$ cat src/rtl/packet_pkg.sv
// ---------------------------------------------------------------------------
// packet_pkg
// Shared definitions for the packet transmitter and its peer receiver:
// default framing constants, the 3-bit transmitter state encoding and the
// response code bytes exchanged between executor and receiver.
// ---------------------------------------------------------------------------
package packet_pkg;

    // Framing defaults
    localparam logic [7:0] SYNC_BYTE_DEFAULT = 8'hA5;
    localparam int         MAX_LEN_DEFAULT   = 16;
    localparam int         BUF_DEPTH         = 16;

    // Transmitter state encoding (3 bits)
    typedef enum logic [2:0] {
        ST_IDLE = 3'd0,
        ST_SYNC = 3'd1,
        ST_LEN  = 3'd2,
        ST_DATA = 3'd3,
        ST_CSUM = 3'd4
    } tx_state_e;

    // Response codes shared with the receiver
    localparam logic [7:0] RSP_ACK     = 8'h80;
    localparam logic [7:0] RSP_NAK     = 8'h81;
    localparam logic [7:0] RSP_VERSION = 8'h85;

endpackage

$ cat src/rtl/packet_tx.sv
// ---------------------------------------------------------------------------
// packet_tx
// Frames a captured payload as SYNC_BYTE, length, payload[0..len-1],
// checksum and streams it one byte per transfer toward a UART transmitter.
//
// Handshake: a byte transfers on every rising edge where out_valid and
// out_ready are both high. Once out_valid is raised it stays high, with
// out_byte stable, until that byte transfers; out_valid never depends on
// out_ready. out_byte is 0 whenever out_valid is 0.
//
// Ports
//   clk             sole clock, rising edge
//   rst             synchronous active-low reset
//   tx_packet_wr    one-cycle send request
//   tx_payload_len  payload byte count (accepted when <= MAX_LEN)
//   tx_buf0..15     payload bytes, tx_buf0 sent first
//   tx_busy         high while a frame is held or being sent
//   tx_overrun      one-cycle pulse when a request is dropped
//   out_byte        serial byte toward the UART transmitter
//   out_valid       out_byte is valid
//   out_ready       sink accepts out_byte
//   dbg_state_o     current FSM state, for observation
// ---------------------------------------------------------------------------
module packet_tx
    import packet_pkg::*;
#(
    parameter logic [7:0] SYNC_BYTE = SYNC_BYTE_DEFAULT,
    parameter int         MAX_LEN   = MAX_LEN_DEFAULT
) (
    input  logic       clk,
    input  logic       rst,
    input  logic       tx_packet_wr,
    input  logic [7:0] tx_payload_len,
    input  logic [7:0] tx_buf0,
    input  logic [7:0] tx_buf1,
    input  logic [7:0] tx_buf2,
    input  logic [7:0] tx_buf3,
    input  logic [7:0] tx_buf4,
    input  logic [7:0] tx_buf5,
    input  logic [7:0] tx_buf6,
    input  logic [7:0] tx_buf7,
    input  logic [7:0] tx_buf8,
    input  logic [7:0] tx_buf9,
    input  logic [7:0] tx_buf10,
    input  logic [7:0] tx_buf11,
    input  logic [7:0] tx_buf12,
    input  logic [7:0] tx_buf13,
    input  logic [7:0] tx_buf14,
    input  logic [7:0] tx_buf15,
    output logic       tx_busy,
    output logic       tx_overrun,
    output logic [7:0] out_byte,
    output logic       out_valid,
    input  logic       out_ready,
    output logic [2:0] dbg_state_o
);

    tx_state_e  state_q, state_d;

    logic [7:0] buf_in [BUF_DEPTH];
    logic [7:0] buf_q  [BUF_DEPTH];
    logic [7:0] buf_d  [BUF_DEPTH];
    logic [7:0] len_q, len_d;
    logic [3:0] idx_q, idx_d;
    logic [7:0] csum_q, csum_d;
    logic       overrun_q, overrun_d;

    logic       xfer;
    logic       accept;
    logic       last_data;

    assign buf_in[0]  = tx_buf0;
    assign buf_in[1]  = tx_buf1;
    assign buf_in[2]  = tx_buf2;
    assign buf_in[3]  = tx_buf3;
    assign buf_in[4]  = tx_buf4;
    assign buf_in[5]  = tx_buf5;
    assign buf_in[6]  = tx_buf6;
    assign buf_in[7]  = tx_buf7;
    assign buf_in[8]  = tx_buf8;
    assign buf_in[9]  = tx_buf9;
    assign buf_in[10] = tx_buf10;
    assign buf_in[11] = tx_buf11;
    assign buf_in[12] = tx_buf12;
    assign buf_in[13] = tx_buf13;
    assign buf_in[14] = tx_buf14;
    assign buf_in[15] = tx_buf15;

    assign xfer   = out_valid & out_ready;
    assign accept = tx_packet_wr && (state_q == ST_IDLE) &&
                    (int'(tx_payload_len) <= MAX_LEN);
    // A length of 16 truncates to 0 in 4 bits, so len-1 lands on index 15.
    assign last_data = (idx_q == 4'(len_q - 8'd1));

    // ---------------- FSM: state register ----------------
    always_ff @(posedge clk) begin
        if (!rst) begin
            state_q <= ST_IDLE;
        end else begin
            state_q <= state_d;
        end
    end

    // ---------------- FSM: next state ----------------
    always_comb begin
        state_d = state_q;
        case (state_q)
            ST_IDLE: if (accept) state_d = ST_SYNC;
            ST_SYNC: if (xfer)   state_d = ST_LEN;
            ST_LEN:  if (xfer)   state_d = (len_q == 8'd0) ? ST_CSUM : ST_DATA;
            ST_DATA: if (xfer && last_data) state_d = ST_CSUM;
            ST_CSUM: if (xfer)   state_d = ST_IDLE;
            default:             state_d = ST_IDLE;
        endcase
    end

    // ---------------- FSM: outputs ----------------
    always_comb begin
        tx_busy     = (state_q != ST_IDLE);
        out_valid   = (state_q != ST_IDLE);
        tx_overrun  = overrun_q;
        dbg_state_o = state_q;
        out_byte    = 8'h00;
        case (state_q)
            ST_SYNC: out_byte = SYNC_BYTE;
            ST_LEN:  out_byte = len_q;
            ST_DATA: out_byte = buf_q[idx_q];
            ST_CSUM: out_byte = csum_q;
            default: out_byte = 8'h00;
        endcase
    end

    // ---------------- Capture bank, index and checksum ----------------
    always_comb begin
        len_d     = len_q;
        buf_d     = buf_q;
        idx_d     = idx_q;
        csum_d    = csum_q;
        // Any request that is not taken (busy or oversize) is reported.
        overrun_d = tx_packet_wr && !accept;
        if (accept) begin
            len_d  = tx_payload_len;
            buf_d  = buf_in;
            idx_d  = 4'd0;
            // Checksum starts from the length byte, payload is added per transfer.
            csum_d = tx_payload_len;
        end else if ((state_q == ST_DATA) && xfer) begin
            idx_d  = idx_q + 4'd1;
            csum_d = csum_q + out_byte;
        end
    end

    always_ff @(posedge clk) begin
        if (!rst) begin
            len_q     <= 8'h00;
            idx_q     <= 4'd0;
            csum_q    <= 8'h00;
            overrun_q <= 1'b0;
            for (int i = 0; i < BUF_DEPTH; i++) begin
                buf_q[i] <= 8'h00;
            end
        end else begin
            len_q     <= len_d;
            buf_q     <= buf_d;
            idx_q     <= idx_d;
            csum_q    <= csum_d;
            overrun_q <= overrun_d;
        end
    end

endmodule

$ cat config.mk
export PLATFORM = sky130hd
export DESIGN_NAME = packet_tx
export DESIGN_NICKNAME = d
export VERILOG_FILES = /design/src/rtl/packet_pkg.sv /design/src/rtl/packet_tx.sv
export SDC_FILE = /design/constraint.sdc
export NUM_CORES = 1
export LEC_CHECK = 0
export ABC_AREA = 1
export CELL_PAD_IN_SITES_DETAIL_PLACEMENT = 1
export CELL_PAD_IN_SITES_GLOBAL_PLACEMENT = 1
export CORE_MARGIN = 2
export CORE_UTILIZATION = 39
export DETAILED_ROUTE_END_ITERATION = 10
export PLACE_DENSITY_LB_ADDON = 0.08
export SYNTH_ARGS = -nofsm -noshare
export SYNTH_HDL_FRONTEND = slang
export SYNTH_SLANG_ARGS = --single-unit
$ cat constraint.sdc
create_clock -name clk -period 5.18 [get_ports clk]
set_input_delay 1.036 -clock clk [delete_from_list [all_inputs] [get_ports clk]]
set_output_delay 1.036 -clock clk [all_outputs]
set_load 0.005 [all_outputs]
Yosys cells after proc, flatten, opt, wreduce, memory -nomap -nowiden
Index checks and enable logic that the tools add are counted.
{ "totals": {"in_bits": 140, "output_inout_bits": 14, "register_bits": 152, "word_cells": 64} }
{ "classes": {"reduce_logical": 12, "magnitude_cmp": 2, "n_eq_ne": 10, "add_sub_neg": 3, "muxes": 13, "bitwise_logic": 3} }
{ "ops": {"columns": ["cell", "n"], "rows": [
  ["8-bit binary-select mux with 4-bit select", 1],
  ["8-bit two-way mux", 4],
  ["8-bit one-hot mux with 4 select lines", 1],
  ["3-bit two-way mux", 6],
  ["3-bit one-hot mux with 5 select lines", 1],
  ["2-bit != test (second input constant)", 5],
  ["8-bit adder", 1],
  ["8-bit by 5-bit <= comparator with 1-bit output (second input constant)", 1],
  ["8-bit logical NOT", 1],
  ["3-bit by 2-bit equality test with 1-bit output (second input constant)", 2],
  ["5-bit greater-or-equal comparator (second input constant)", 1],
  ["1-bit logical AND", 5],
  ["4-bit inverter with 5-bit output", 1],
  ["5-bit AND reduction", 1],
  ["4-bit by 1-bit adder with 4-bit output (second input constant)", 1],
  ["4-bit equality test", 1],
  ["4-bit by 1-bit subtractor with 4-bit output (second input constant)", 1],
  ["3-bit by 1-bit equality test with 1-bit output (second input constant)", 1],
  ["3-bit equality test (second input constant)", 1],
  ["3-bit logical NOT", 1],
  ["3-bit nonzero test", 1],
  ["2-bit nonzero test", 1],
  ["2-bit OR reduction", 1],
  ["1-bit bitwise AND", 1],
  ["other kinds (2)", 2]
]} }

Longest topological paths before layout
Gate-level depths: netlist of the first run.
{ "logic_depth": {"word_depth": 8, "ltp_mapped": 20, "depth_no_buf": 17} }

Worst setup path before layout of the first run
Ideal clock, no wire load.
{ "synth_path": {"path_kind": "flip-flop to flip-flop", "start": "reg idx_q[0]", "end": "reg csum_q[6]", "slack_ns": 2.413, "t_arrival_ns": 2.696, "setup_ns": 0.071, "t_required_ns": 5.109, "synth_period_minus_slack_ns": 2.767, "path_buffers": 2, "path_stages_with_launch": 19, "path_cell_list": "dfxtp_1 buf_2 clkbuf_1 nor2_1 o221ai_1 nand3_1 nand2_1 a22oi_1 o211ai_1 ha_1 inv_1 fa_1 o21ai_0 nand2_1 nand2_1 a21oi_1 xnor2_1 nand2_1 a21oi_1"} }
{ "synth_between": {"elab_chain_cells": 8} }
{ "synth_rtl": {"columns": ["item", "line_no", "rtl"], "rows": [
  ["start, declared", "packet_tx.sv:64", "logic [3:0] idx_q, idx_d;"],
  ["start signal, assigned", "packet_tx.sv:165", "idx_q <= idx_d;"],
  ["4-bit inverter with 5-bit output (implied by the code)", "packet_tx.sv:127", "ST_DATA: out_byte = buf_q[idx_q];"],
  ["8-bit binary-select mux with 4-bit select", "packet_tx.sv:127", null],
  ["8-bit two-way mux (implied by the code) (2 in a row)", "packet_tx.sv:127", null],
  ["8-bit one-hot mux with 4 select lines", "packet_tx.sv:124", "case (state_q)"],
  ["named net out_byte[0]", "packet_tx.sv:52", "output logic [7:0] out_byte,"],
  ["8-bit adder", "packet_tx.sv:149", "csum_d = csum_q + out_byte;"],
  ["8-bit two-way mux", "packet_tx.sv:147", "end else if ((state_q == ST_DATA) && xfer) begin"],
  ["8-bit two-way mux", "packet_tx.sv:141", "if (accept) begin"],
  ["end signal, assigned", "packet_tx.sv:166", "csum_q <= csum_d;"],
  ["end, declared", "packet_tx.sv:65", "logic [7:0] csum_q, csum_d;"]
]} }
The timed path passes the listed nets, and every way through them passes these cells. The select of a mux whose other input is x is not followed.
A chain may end at the register's enable or synchronous reset.

Worst setup path after layout of the first run
{ "layout_path": {"start": "reg idx_q[0]", "end": "out out_byte[3]"} }
{ "layout_between": {"elab_chain_cells": 5} }
{ "layout_rtl": {"columns": ["item", "line_no"], "rows": [
  ["4-bit inverter with 5-bit output (implied by the code)", "packet_tx.sv:127"],
  ["8-bit binary-select mux with 4-bit select", "packet_tx.sv:127"],
  ["8-bit two-way mux (implied by the code) (2 in a row)", "packet_tx.sv:127"],
  ["8-bit one-hot mux with 4 select lines", "packet_tx.sv:124"],
  ["end, declared", "packet_tx.sv:52"]
]} }
Every way passes these cells. The select of a mux whose other input is x is not followed.

==> results of run 1 <==
## synthesized netlist by cell type (2+ instances only)
library cell | count | area, sq um
o211ai_1 | 15 | 113
nand4_1 | 3 | 18.8
xor2_1 | 3 | 26.3
nor3_1 | 2 | 10.0
a31oi_1 | 4 | 25.0
nor2_4 | 2 | 22.5
o21ai_0 | 93 | 465
buf_4 | 5 | 37.5
inv_2 | 3 | 11.3
nor4_1 | 3 | 18.8
o22ai_1 | 16 | 100
inv_1 | 43 | 161
nand2_2 | 2 | 12.5
a21oi_1 | 29 | 145
clkbuf_1 | 41 | 154
xnor2_1 | 5 | 43.8
nand3_1 | 23 | 115
buf_2 | 15 | 75.1
o21ai_1 | 102 | 510
or2_2 | 2 | 12.5
o221ai_1 | 17 | 149
nand2_1 | 83 | 312
nor2_1 | 300 | 1130
ha_1 | 10 | 125
buf_6 | 10 | 113
dfxtp_1 | 152 | 3040
o2111ai_1 | 2 | 17.5
## flip-flops by register name, indices dropped and copies added (netlist names)
name,flops
idx_q,4
buf_q,128
dbg_state_o,3
len_q,8
csum_q,8
tx_overrun,1
## where the power goes
group / leakage (nW) / switching [mW] / internal (mW)
logic: 2.31 / 0.162 / 0.185
clock network: 0.307 / 0.519 / 0.858
registers: 1.23 / 0.0259 / 1.21
total: 3.85 / 0.707 / 2.25
## worst max-delay path, delay by kind of cell (launching register included)
kind	cells	cell delay, ns
AND/OR/NAND/NOR	2	0.23
flip-flops	1	0.32
AO/OA/AOI/OAI	4	0.95
buffers and inverters	2	1.34
## layout make-up
cell class,instances,share of cell area
multi-input cells,728,0.377
flip-flops and latches,152,0.329
well taps,229,0.0310
inverters,47,0.0192
clock buffers,17,0.0460
repair buffers,161,0.173
clock inverters,14,0.0240
## per-stage QoR
stage	power [mW]	hold slack, ns
2_1_floorplan	1.42	0.429
3_3_place_gp	1.60	0.441
3_5_place_dp	1.61	0.455
4_1_cts	2.98	0.464
5_1_grt	3.07	0.485
6_report	2.96	0.461
## per-layer routing
layer | track usage | part of all wire
met3 | 0.0456 | 0.040
met2 | 0.410 | 0.49
met5 | 0 | 0
met4 | 0.0654 | 0.016
met1 | 0.306 | 0.45
## final timing paths
path,slack [ns],startpoint,endpoint
max reg2reg,1.50,idx_q[0],csum_q[6]
min,0.46,buf_q[71],buf_q[71]
max,0.87,idx_q[0],out_byte[3]
min reg2reg,0.46,buf_q[71],buf_q[71]
## cells by family (layout without fill, tap and decap cells)
group | after synthesis | after routing
XOR/XNOR | 8 | 8
buffers and inverters | 120 | 239
AO/OA/AOI/OAI | 283 | 283
adder cells (fa/ha/maj) | 11 | 11
AND/OR/NAND/NOR | 426 | 426
flip-flops | 152 | 152
==> results.md, run 1 <==
* Run status: completed
* Simple logic cell fraction of the synthesized area at 0.239
* RSZ-0062 raised after global routing: no
* Mapped Nets at approximately 1,200
* Initial Utilization at 0.397
* Postcts setup bufs at 0
* Peak Freq at approximately 230 MHz
* Chip height at between 100 and 150 microns
* Pin count of the biggest net entering global routing at roughly 120
* Leading cell type in the layout, fill and taps excluded: nor2_1
* DIE AREA at approximately 0.019 sq mm
* Util after Layout at 0.516
* Final hold vios at 0
* Synth warnings at 0
* Slew Viols, Final at 0
* Fraction of layout cells with a size suffix above 1 at 0.0500
* R2R cell count at 17
* Fin crit period at about 4.3 ns
* Sequential fraction of the synthesis area at 0.429
* Yosys reg bits at 152
* Synthesized-area fraction occupied by adder cells at 0.0204
* Nets at 1,258
* Inserted Clock Buffers at 17
* Initial antenna violation count at 0
* Setup_tns at 0 ns
* Drt wl/cell at roughly 17 microns
* # fillers at around 2,300
* Tcrit/Tclk final at 0.832
* 1st-iter DRT viols at 449
* Clk Latency, worst-skew pair at between 0.4 and 0.5 ns
* # port buffers at 153
* HPWL Detailed at around 15,000 microns
* Total wire length after detailed routing at roughly 23,000 microns
* Die Wd at about 140 microns
* Vias in the first global route at approximately 7,200
* Core area at 0.0179 sq mm
* Fin area at between 0.009 and 0.01 sq mm
* Crit end category: output port
* Final antenna-violating net count at 0
* Placed Cells at 1,317
* Reg area at between 0.003 and 0.004 sq mm
* Xor/xnor share of the synthesized area at 0.00987
* Maximum vdd drop at 0.216 mV
* Arr. time, crit path at about 3.3 ns
* Min-Delay Path Class: flop to flop
* Syn_area_per_cell at 7.10 sq um
* Hold buffer count at CTS at 0
* Most frequent cells in the layout: 300 x nor2_1, 152 x clkdlybuf4s50_1, 151 x dfxtp_1
* DR vias/cell at approximately 5.3
* CTS resizes at 0
* Maxcap violations at 0
* Drt drc at 0
* Post-synthesis mux area share at 0
* Area of the multi-input gates at approximately 0.0035 sq mm
* Distinct cells, synth at 42
* Power Dens Cells at roughly 320 mW/mm^2
* H-tree Lvls at 4
* Slew HR at 0.263
* Most common flop cell mapped by yosys: dfxtp_1
* Crit Path Max Fanout at 65
* Final setup margin at between 0.8 and 0.9 ns
* Post-synthesis compound-gate area fraction at 0.221
* CTS Sinks at ~150
* Worst-path cell chain: inv_2 > o21ai_0 > o221ai_1 > o211ai_1 > nand2_1 > nand2_1 > o211ai_1 > clkdlybuf4s50_1
* Inserted Diodes at 0
* CP required at 4.14 ns
* Pre-CTS WS at roughly 1.4 ns
* Leakage at 3.85 nW
* Startpoint types: flop
* I/O pin cnt at ~150
* Placement Cell Area at ~0.0086 sq mm
* Clock transition at path regs at about 0.06 ns
* First-pass GRT wire length at approximately 37,000 microns
* Row count at around 50
* Hold Path Depth at 2
* Synth Cell Area at about 0.0071 sq mm
* Post-synth EDFFs at 0
* Total track usage at 0.238
* Finish-stage setup viols at 0
* Slowest CP cell: inv_2
* FFs w/ async S/R, synth at 0
* CP Class: flop to output port
* GRT overflow at 0
* TritonCTS clock tree: done
* Via count at 7,126
* Final std cells w/o fill at between 1,000 and 1,500
* Final GP Congestion at about 0.84
* First drt pass iteration count at 5
* Setup Skew at approximately 0.012 ns
* CP max stage delay at ~0.79 ns
* CTS max path bufs at 2
* Largest family of logic cells by synthesized area: simple AND/OR/NAND/NOR gates
* Root Driver: clkbuf_16
* Slew @ Worst Pin at approximately 1.1 ns
* Synth Instances at 1,000
* Layout area overhead at 30.2%
(Power assumes the default switching activity.)
==> inputs of run 2 (changes only) <==
--- a/config.mk
+++ b/config.mk
@@ -9,7 +9,7 @@
 export CELL_PAD_IN_SITES_DETAIL_PLACEMENT = 1
 export CELL_PAD_IN_SITES_GLOBAL_PLACEMENT = 1
 export CORE_MARGIN = 2
-export CORE_UTILIZATION = 39
+export CORE_UTILIZATION = 33
 export DETAILED_ROUTE_END_ITERATION = 10
 export PLACE_DENSITY_LB_ADDON = 0.08
 export SYNTH_ARGS = -nofsm -noshare
==> constraint.sdc (replaced) <==
create_clock -name clk -period 3.65 [get_ports clk]
set_input_delay 0.73 -clock clk [delete_from_list [all_inputs] [get_ports clk]]
set_output_delay 0.73 -clock clk [all_outputs]
set_load 0.005 [all_outputs]
==> run 2 against run 1 <==
Compared with the run above: register-to-register slack worse by 1.1 ns; largest cell class unchanged; global-route usage shrank 2.3 points; largest power group unchanged; critical path depth unchanged.
==> results.md, run 2 (synthesis gave the netlist of run 1 again) <==
* Arr. time, crit path at 2.71 ns (-0.57 ns)
* Slew Viols, Final at 0 (unchanged)
* Fraction of layout cells with a size suffix above 1 at 0.0610 (+0.0109)
* Finish-stage setup viols at 0 (unchanged)
* Setup_tns at 0 ns (unchanged)
* Placement Cell Area at 0.00878 sq mm (+2.2%)
* Setup Skew at 0.0112 ns (-0.00112 ns)
* R2R Path End: csum_q[6]
* Chip height at 151 microns (+8.5%)
* # port buffers at 153 (unchanged)
* Via count at 7,072 (-0.76%)
* First-pass GRT wire length at 37,700 microns (+1.3%)
* CP dominant cell by count: nand2_1
* Total track usage at 0.215 (-0.0231)
* Slowest CP cell: clkdlybuf4s50_1
* Power Dens Cells at 429 mW/mm^2 (+34%)
* # fillers at 2,654 (+18%)
* Inserted Clock Buffers at 17 (unchanged)
* Final antenna-violating net count at 0 (unchanged)
* Inserted Diodes at 0 (unchanged)
* Crit end category: output port
* Slew HR at 0.589 (+0.325)
* Min-delay src: buf_q[15]
* Largest registers: buf_q: 128 flops, csum_q: 8 flops, len_q: 8 flops
* Reg with most FFs: buf_q
* HPWL Detailed at 16,800 microns (+9.4%)
* Total power at 4.02 mW (+36%)
* Slew @ Worst Pin at 0.617 ns (-0.486 ns)
* Leakage at 3.89 nW (+1.2%)
* Initial antenna violation count at 0 (unchanged)
* DR vias/cell at 5.03 (-4.9%)
* GRT overflow at 0 (unchanged)
* Fin crit period at 3.44 ns
* Hold Path Depth at 2 (unchanged)
* Final hold vios at 0 (unchanged)
* H-tree Lvls at 4 (unchanged)
* Critical path's top delay family: buffers and inverters
* Min Hold Slack at 0.454 ns (-0.00737 ns)
* Row count at 53 (+8.2%)
* Clock transition at path regs at 0.06 ns (about the same)
* Final std cells w/o fill at 1,407 (+4.4%)
* Largest register FFs at 128 (unchanged)
* Final GP Congestion at 0.838 (-0.30%)
* Area of the multi-input gates at 0.00349 sq mm (unchanged)
* TritonCTS clock tree: done
* Reg area at 0.00304 sq mm (unchanged)
* Root Driver: clkbuf_16
* Initial Utilization at 0.337 (-0.0599)
* I/O pin cnt at 154 (unchanged)
* Leading cell type in the layout, fill and taps excluded: nor2_1
* Fin area at 0.00938 sq mm (+1.4%)
* Maxcap violations at 0 (unchanged)
* Postcts setup bufs at 0 (unchanged)
* Pin count of the biggest net entering global routing at 70 (-39%)
* Drt drc at 0 (unchanged)
* Peak Freq at around 290 MHz
* Core area at 0.0211 sq mm (+18%)
* Clk Latency, worst-skew pair at 0.44 ns (about the same)
* CP max stage delay at 0.57 ns (-0.22 ns)
* Run status: completed
* Crit Path Max Fanout at 69 (+6.2%)
* Total wire length after detailed routing at 23,800 microns (+2.9%)
* R2R cell count at 17 (unchanged)
* RSZ-0062 raised after global routing: no
* CTS max path bufs at 2 (unchanged)
* Min-Delay Path Class: flop to flop
* CP required at 2.92 ns (-1.22 ns)
* Layout area overhead at 32.1%
* Origin of the critical flop-to-flop path: idx_q[0]
* Maximum vdd drop at 0.229 mV (+6.0%)
* WHS Endpoint: buf_q[15]
* Nets at 1,270 (+0.95%)
* Crit path buf inv count at 2 (unchanged)
* Startpoint types: flop
* Placed Cells at 1,375 (+4.4%)
* Worst-path cell chain: buf_12 > o21ai_0 > o22ai_1 > o211ai_1 > nand2_1 > nand2_1 > o2111ai_1 > clkdlybuf4s50_1
* Tcrit/Tclk final at 0.943
* Most frequent cells in the layout: 300 x nor2_1, 152 x clkdlybuf4s50_1, 151 x dfxtp_1
* CP Class: flop to output port
* Die Wd at 151 microns (+8.5%)
* 1st-iter DRT viols at 398 (-11%)
* Vias in the first global route at 7,141 (-0.94%)
* FF-to-FF setup slack at 0.41 ns (-1.09 ns)
* Drt wl/cell at 16.9 microns (-1.4%)
* DIE AREA at 0.0227 sq mm (+18%)
* First drt pass iteration count at 4 (-1)
* CTS Sinks at 152 (unchanged)
-- run 2: timing repair --
item,CTS,global route
hold endpoints to repair,0,0
gates resized for setup,1,1
hold buffers,0,0
setup endpoints to repair,3,1
-- run 2: area by class of cell --
class	count	share of cell area
repair buffers	173	0.184
well taps	275	0.0367
clock buffers	19	0.0483
flip-flops and latches	152	0.325
clock inverters	13	0.0145
inverters	47	0.0196
multi-input cells	728	0.372
-- run 2: through the flow --
step	worst slack, ns	util
after floorplan	0.883	-
after global placement	0.445	0.417
after detailed placement	0.397	0.417
after CTS	0.113	0.445
after global routing	0.0110	0.445
final	0.207	0.445
-- run 2: layer usage --
| metal | GRT usage | wire (microns) |
|---|---|---|
| met5 | 0 | 0 |
| met4 | 0.0584 | 306 |
| met3 | 0.0409 | 903 |
| met2 | 0.370 | 11800 |
| met1 | 0.276 | 10800 |
-- run 2: how the worst max path moves through the flow --
stage,depth (start not counted),from,end,slack [ns]
floorplan,18,idx_q[0],csum_q[6],0.88
global placement,9,idx_q[0],out_byte[5],0.45
detailed placement,9,idx_q[0],out_byte[5],0.40
CTS,9,idx_q[0],out_byte[5],0.11
global route,8,idx_q[0],out_byte[1],0.01
finish,8,idx_q[0],out_byte[5],0.21
-- run 2: worst min-delay path: stages (launching register included) --
cell     delay (ns)
dfxtp_1        0.29
inv_1          0.06
a21oi_1        0.05
-- run 2: power breakdown --
group / internal (mW) / switching, mW / leakage (nW)
registers: 1.72 / 0.0375 / 1.23
logic: 0.264 / 0.233 / 2.38
clock network: 0.996 / 0.775 / 0.286
total: 2.98 / 1.05 / 3.89
==> inputs of run 3 (changes only) <==
--- a/config.mk
+++ b/config.mk
@@ -12,6 +12,7 @@
 export CORE_UTILIZATION = 33
 export DETAILED_ROUTE_END_ITERATION = 10
 export PLACE_DENSITY_LB_ADDON = 0.08
+export SLEW_MARGIN = 20
 export SYNTH_ARGS = -nofsm -noshare
 export SYNTH_HDL_FRONTEND = slang
 export SYNTH_SLANG_ARGS = --single-unit
==> results of run 3 <==
No change in the layout: final DEF, timing and power equal those of run 2.
==> RTL edit 1, RTL diff (flow settings as in run 2) <==
Set the package constant `MAX_LEN_DEFAULT` to 15 (it was 16).
--- a/src/rtl/packet_pkg.sv
+++ b/src/rtl/packet_pkg.sv
@@ -8,7 +8,7 @@
 
     // Framing defaults
     localparam logic [7:0] SYNC_BYTE_DEFAULT = 8'hA5;
-    localparam int         MAX_LEN_DEFAULT   = 16;
+    localparam int         MAX_LEN_DEFAULT   = 15;
     localparam int         BUF_DEPTH         = 16;
 
     // Transmitter state encoding (3 bits)
Behaviour: not the same (Yosys sat finds a counterexample within 4 cycles, from zero or initial values and one cycle with rst low).
==> RTL edit 1 against run 2 <==
Wire length shrank 5.4%; clock power increased by 2%; final area shrank 0.43%; synthesized area down 0.70%; worst setup slack lost 0.0076 ns; largest power group unchanged; via count shrank 2.1%; power rose by 7.3%; largest cell class unchanged; sequential cell count is the same.
==> RTL edit 1: results (changes against run 2) <==
post-synthesis sequential area ratio -> 0.4317 (+0.003043)
XOR/XNOR share of the synthesized area -> 0.01118 (+0.001313)
number of fill cells -> 2,626 (-1.1%)
final design utilization -> 0.4442 (-0.0005020)
Synth top cells by count -> sky130_fd_sc_hd__nor2_1 (299), sky130_fd_sc_hd__o21ai_0 (198), sky130_fd_sc_hd__dfxtp_1 (152)
drt initial violations -> 297 (-25%)
cell types with the largest area share after synthesis -> sky130_fd_sc_hd__dfxtp_1 (43%), sky130_fd_sc_hd__nor2_1 (16%), sky130_fd_sc_hd__o21ai_0 (14%)
first-pass GRT wire length -> 35,980 microns (-4.5%)
non-filler instance count after layout -> 1,394 (-0.92%)
worst clock skew on the final layout -> 0.01507 ns (+0.003833 ns)
Setup Slack @ Placement -> 0.4619 ns (+0.06470 ns)
Critical Path AT -> 2.72 ns (about the same)
master cell of the clock root buffer -> sky130_fd_sc_hd__clkbuf_16
FF-to-FF path depth -> 20 (+3)
worst vdd rail ir drop -> 0.2220 mV (-2.9%)
Mapped Cells -> 992 (-0.80%)
result of the run -> complete, no violations
startpoint of the lowest-slack register-to-register path -> idx_q[1]$_SDFFE_PP0P_
post-synthesis net count -> 1,143 (-0.70%)
number of distinct library cells after synthesis -> 39 (-7.1%)
register-to-register path setup slack -> 0.56 ns (+0.15 ns)
worst hold path type -> flop to flop
Compound-Gate Fraction of Synth Area -> 0.2252 (+0.004055)
termination of the worst setup path -> out_byte[6]
via count of the first global-routing pass -> 7,037 (-1.5%)
antenna violations before repair -> 0 (unchanged)
share of synthesized cell area in full adder, half adder and majority cells -> 0.02059 (+0.0001451)
detailed-route wire length per cell -> 16.15 microns (-4.5%)
upper clock frequency limit -> 289.8 MHz (-0.22%)
global placer's final weighted congestion -> 0.8071 (-3.7%)
relative slew slack -> 0.6146 (+0.02584)
fraction of layout instances using a drive strength above 1 -> 0.06256 (+0.001602)
cell area after placement -> 8720 sq um (-0.73%)
cell leakage power -> 0.003468 uW (-11%)
total global routing track utilization -> 0.2048 (-0.01028)
maximum number of pins on one net before global-route repair -> 73 (+4.3%)
multiplexer fraction of the synthesized cell area -> 0 (unchanged)
first element of the critical path -> idx_q[0]$_SDFFE_PP0P_
Detail Placement HPWL -> 16,090 microns (-4.3%)
detailed-route via count -> 6,920 (-2.1%)
final net count -> 1,257 (-1.0%)
==> RTL edit 1: changes by cell type in the layout (fill, tap and decap cells not counted), moves of 3 or more <==
cell / change
sky130_fd_sc_hd__nand3_1: +5
sky130_fd_sc_hd__a21oi_1: +5
sky130_fd_sc_hd__o21ai_1: -100
sky130_fd_sc_hd__inv_2: +4
sky130_fd_sc_hd__o21ai_0: +105
sky130_fd_sc_hd__buf_4: -7
sky130_fd_sc_hd__nand2_1: -19
sky130_fd_sc_hd__inv_8: -3
==> RTL edit 1: worst min-delay path by stage <==
stage | start | endpoint | slack [ns] | depth (start not counted)
final | buf_q[15]$_SDFFE_PN0P_ | buf_q[15]$_SDFFE_PN0P_ | 0.46 | 2
after global routing | len_q[6]$_SDFFE_PN0P_ | len_q[6]$_SDFFE_PN0P_ | 0.48 | 2
after CTS | buf_q[15]$_SDFFE_PN0P_ | buf_q[15]$_SDFFE_PN0P_ | 0.46 | 2
after detailed placement | buf_q[15]$_SDFFE_PN0P_ | buf_q[15]$_SDFFE_PN0P_ | 0.45 | 2
after global placement | buf_q[15]$_SDFFE_PN0P_ | buf_q[15]$_SDFFE_PN0P_ | 0.45 | 2
after floorplan | buf_q[111]$_SDFFE_PN0P_ | buf_q[111]$_SDFFE_PN0P_ | 0.43 | 2
==> RTL edit 1: layout make-up <==
type / count / share of cell area
Clock buffer: 20 / 0.04998
Clock inverter: 12 / 0.01487
Inverter: 50 / 0.02064
Multi-Input combinational cell: 718 / 0.3716
Sequential cell: 152 / 0.3260
Tap cell: 275 / 0.03685
Timing Repair Buffer: 167 / 0.1801
==> RTL edit 1: power by group <==
part	internal [uW]	leakage, uW	switching, uW	total [uW]
clock network	1070	0.000286	737	1810
logic	362	0.00195	379	740
registers	1720	0.00123	43.5	1770
total	3160	0.00347	1160	4320
==> RTL edit 1: layer usage <==
metal | global-route usage | vias up | wire length (microns)
li1 | - | 3524 | -
met1 | 0.2529 | 3258 | 10240
met2 | 0.3653 | 117 | 11200
met3 | 0.03545 | 21 | 771
met4 | 0.05849 | 0 | 300
met5 | 0 | - | 0
==> RTL edit 1: what timing repair did <==
| action | CTS | global route |
|---|---|---|
| gates resized for setup | 0 | 5 |
| hold endpoints to repair | 0 | 0 |
| endpoints found under the setup margin | 0 | 6 |
==> RTL edit 1: critical path: stages, from the launching register on <==
cell and delay, ns:
sky130_fd_sc_hd__dfxtp_2 0.36, sky130_fd_sc_hd__clkbuf_8 0.40, sky130_fd_sc_hd__o21ai_0 0.13, sky130_fd_sc_hd__o221ai_1 0.24, sky130_fd_sc_hd__o211ai_1 0.17, sky130_fd_sc_hd__o21ai_1 0.16, sky130_fd_sc_hd__nand2_1 0.10, sky130_fd_sc_hd__o211ai_1 0.17
sky130_fd_sc_hd__clkdlybuf4s50_1 0.56
==> RTL edit 2, RTL diff (flow settings as in run 2) <==
Made on the original files. `csum_q` no longer has a reset.
--- a/src/rtl/packet_tx.sv
+++ b/src/rtl/packet_tx.sv
@@ -154,7 +154,6 @@
         if (!rst) begin
             len_q     <= 8'h00;
             idx_q     <= 4'd0;
-            csum_q    <= 8'h00;
             overrun_q <= 1'b0;
             for (int i = 0; i < BUF_DEPTH; i++) begin
                 buf_q[i] <= 8'h00;
@@ -163,10 +162,13 @@
             len_q     <= len_d;
             buf_q     <= buf_d;
             idx_q     <= idx_d;
-            csum_q    <= csum_d;
             overrun_q <= overrun_d;
         end
     end
 
+    always_ff @(posedge clk) begin
+        csum_q <= csum_d;
+    end
+
 endmodule
 
Behaviour: no difference found for any inputs over 4 cycles, from zero or initial values and one cycle with rst low; that may be too few to reach the edited logic, so the function may still have changed.
==> RTL edit 2 against run 2 <==
Sequential power is 5% higher; power is 14% higher; sequential cell count stayed put; worst setup slack worse by 0.080 ns; wire length is 4.0% lower; final area hardly changed; synthesized area is 0.12% lower.
==> RTL edit 2: results (changes against run 2) <==
final net count -> 1,260 (-0.79%)
drt initial violations -> 317 (-20%)
Detail Placement HPWL -> 16,590 microns (-1.4%)
GR met1 Demand/Resource -> 0.2604 (-0.01540)
post-synthesis sequential area ratio -> 0.4404 (+0.01182)
CTS max path bufs -> 2 (unchanged)
routed metal-1 wire length -> 10,310 microns (-4.7%)
worst vdd rail ir drop -> 0.2874 mV (+26%)
DR pass1 iterations -> 5 (+1)
final critical-path setup slack -> 0.1269 ns (-0.07999 ns)
maximum fanout count along the critical path -> 70 (+1.4%)
Setup Slack @ Placement -> 0.4921 ns (+0.09491 ns)
routing usage on met2 -> 0.3618 (-0.007727)
register-to-register path setup slack -> 0.53 ns (+0.12 ns)
met3 routing resource usage after global routing -> 0.03970 (-0.001212)
number of distinct library cells after synthesis -> 39 (-7.1%)
fraction of layout instances using a drive strength above 1 -> 0.05793 (-0.003022)
clock slew at the register clock pins of the worst setup and hold paths -> 0.07 ns
maximum number of pins on one net before global-route repair -> 87 (+24%)
via count of the first global-routing pass -> 6,958 (-2.6%)
worst clock skew on the final layout -> 0.009291 ns (-0.001948 ns)
Async S/R FF share, synth -> 0 (unchanged)
total global routing track utilization -> 0.2058 (-0.009286)
Synth top cells by count -> sky130_fd_sc_hd__nor2_1 (309), sky130_fd_sc_hd__o21ai_0 (173), sky130_fd_sc_hd__dfxtp_1 (144)
cell area after placement -> 8770 sq um (-0.16%)
global placer's final weighted congestion -> 0.8092 (-3.5%)
via-per-instance ratio -> 4.981 (-0.91%)
number of enable flip-flop cells after synthesis -> 8 (+8)
post-synthesis net count -> 1,141 (-0.87%)
leading registers by flop count -> buf_q (128), csum_q (8), len_q (8)
met3 wire length -> 1012 microns (+12%)
Mean Syn Cell Area -> 7.162 sq um (+0.89%)
overall routed net length -> 22,840 microns (-4.0%)
amount of wire on met2 after detailed routing -> 11,260 microns (-4.3%)
highest metal layer used by the detailed router -> met4
non-filler instance count after layout -> 1,397 (-0.71%)
number of buffers added on ports -> 153 (unchanged)
Fin Hold WS -> 0.4570 ns (+0.003030 ns)
hold violation total from the final report -> 0 (unchanged)
Critical Path AT -> 2.79 ns (+0.08 ns)
clock latency on the worst-skew pair -> 0.43 ns
cell types with the largest area share after synthesis -> sky130_fd_sc_hd__dfxtp_1 (41%), sky130_fd_sc_hd__nor2_1 (16%), sky130_fd_sc_hd__o21ai_0 (12%)
cell with the largest stage delay on the worst path -> sky130_fd_sc_hd__clkdlybuf4s50_1
cell leakage power -> 0.003532 uW (-9.3%)
relative slew slack -> 0.6286 (+0.03988)
result of the run -> complete, no violations
first-pass GRT wire length -> 36,010 microns (-4.4%)
[RTL edit 2: cell families after synthesis]
kind of cell | after synthesis | share of synthesized area
flip-flops | 152 | 0.4404
AND/OR/NAND/NOR | 421 | 0.2359
XOR/XNOR | 6 | 0.009353
AO/OA/AOI/OAI | 279 | 0.2144
buffers and inverters | 121 | 0.07941
adder cells (fa/ha/maj) | 11 | 0.02047
[RTL edit 2: timing repair]
item	in CTS	in global routing
resized for setup	0	4
endpoints found under the hold margin	0	0
setup endpoints to repair	0	3
[RTL edit 2: area by class of cell]
cell class | count | area, sq um
timing repair buffer | 171 | 1705
clock buffer | 18 | 450.4
inverter | 50 | 192.7
sequential | 152 | 3124
fill | 2638 | 11700
tap | 275 | 344.1
multi-input combinational | 717 | 3410
clock inverter | 14 | 160.2
[RTL edit 2: critical path: cells and delay by family (launching register included)]
| family | cells | cell delay (ns) |
|---|---|---|
| AOI/OAI and AO/OA | 4 | 0.88 |
| buffers and inverters | 2 | 0.86 |
| DFF | 1 | 0.38 |
| and+or+nand+nor | 2 | 0.22 |
[RTL edit 2: worst paths after layout]
check                                       startpoint                endpoint  depth (start not counted)
worst min register to register  buf_q[87]$_SDFFE_PN0P_  buf_q[87]$_SDFFE_PN0P_                          2
worst max-delay path             idx_q[0]$_SDFFE_PP0P_             out_byte[6]                          8
worst min-delay path            buf_q[87]$_SDFFE_PN0P_  buf_q[87]$_SDFFE_PN0P_                          2
worst max register to register   idx_q[0]$_SDFFE_PP0P_     csum_q[6]$_DFFE_PP_                         18
[RTL edit 2: power by group]
group          switching [uW]  internal (uW)
combinational             459            438
clock                     774           1070
sequential               60.1           1770
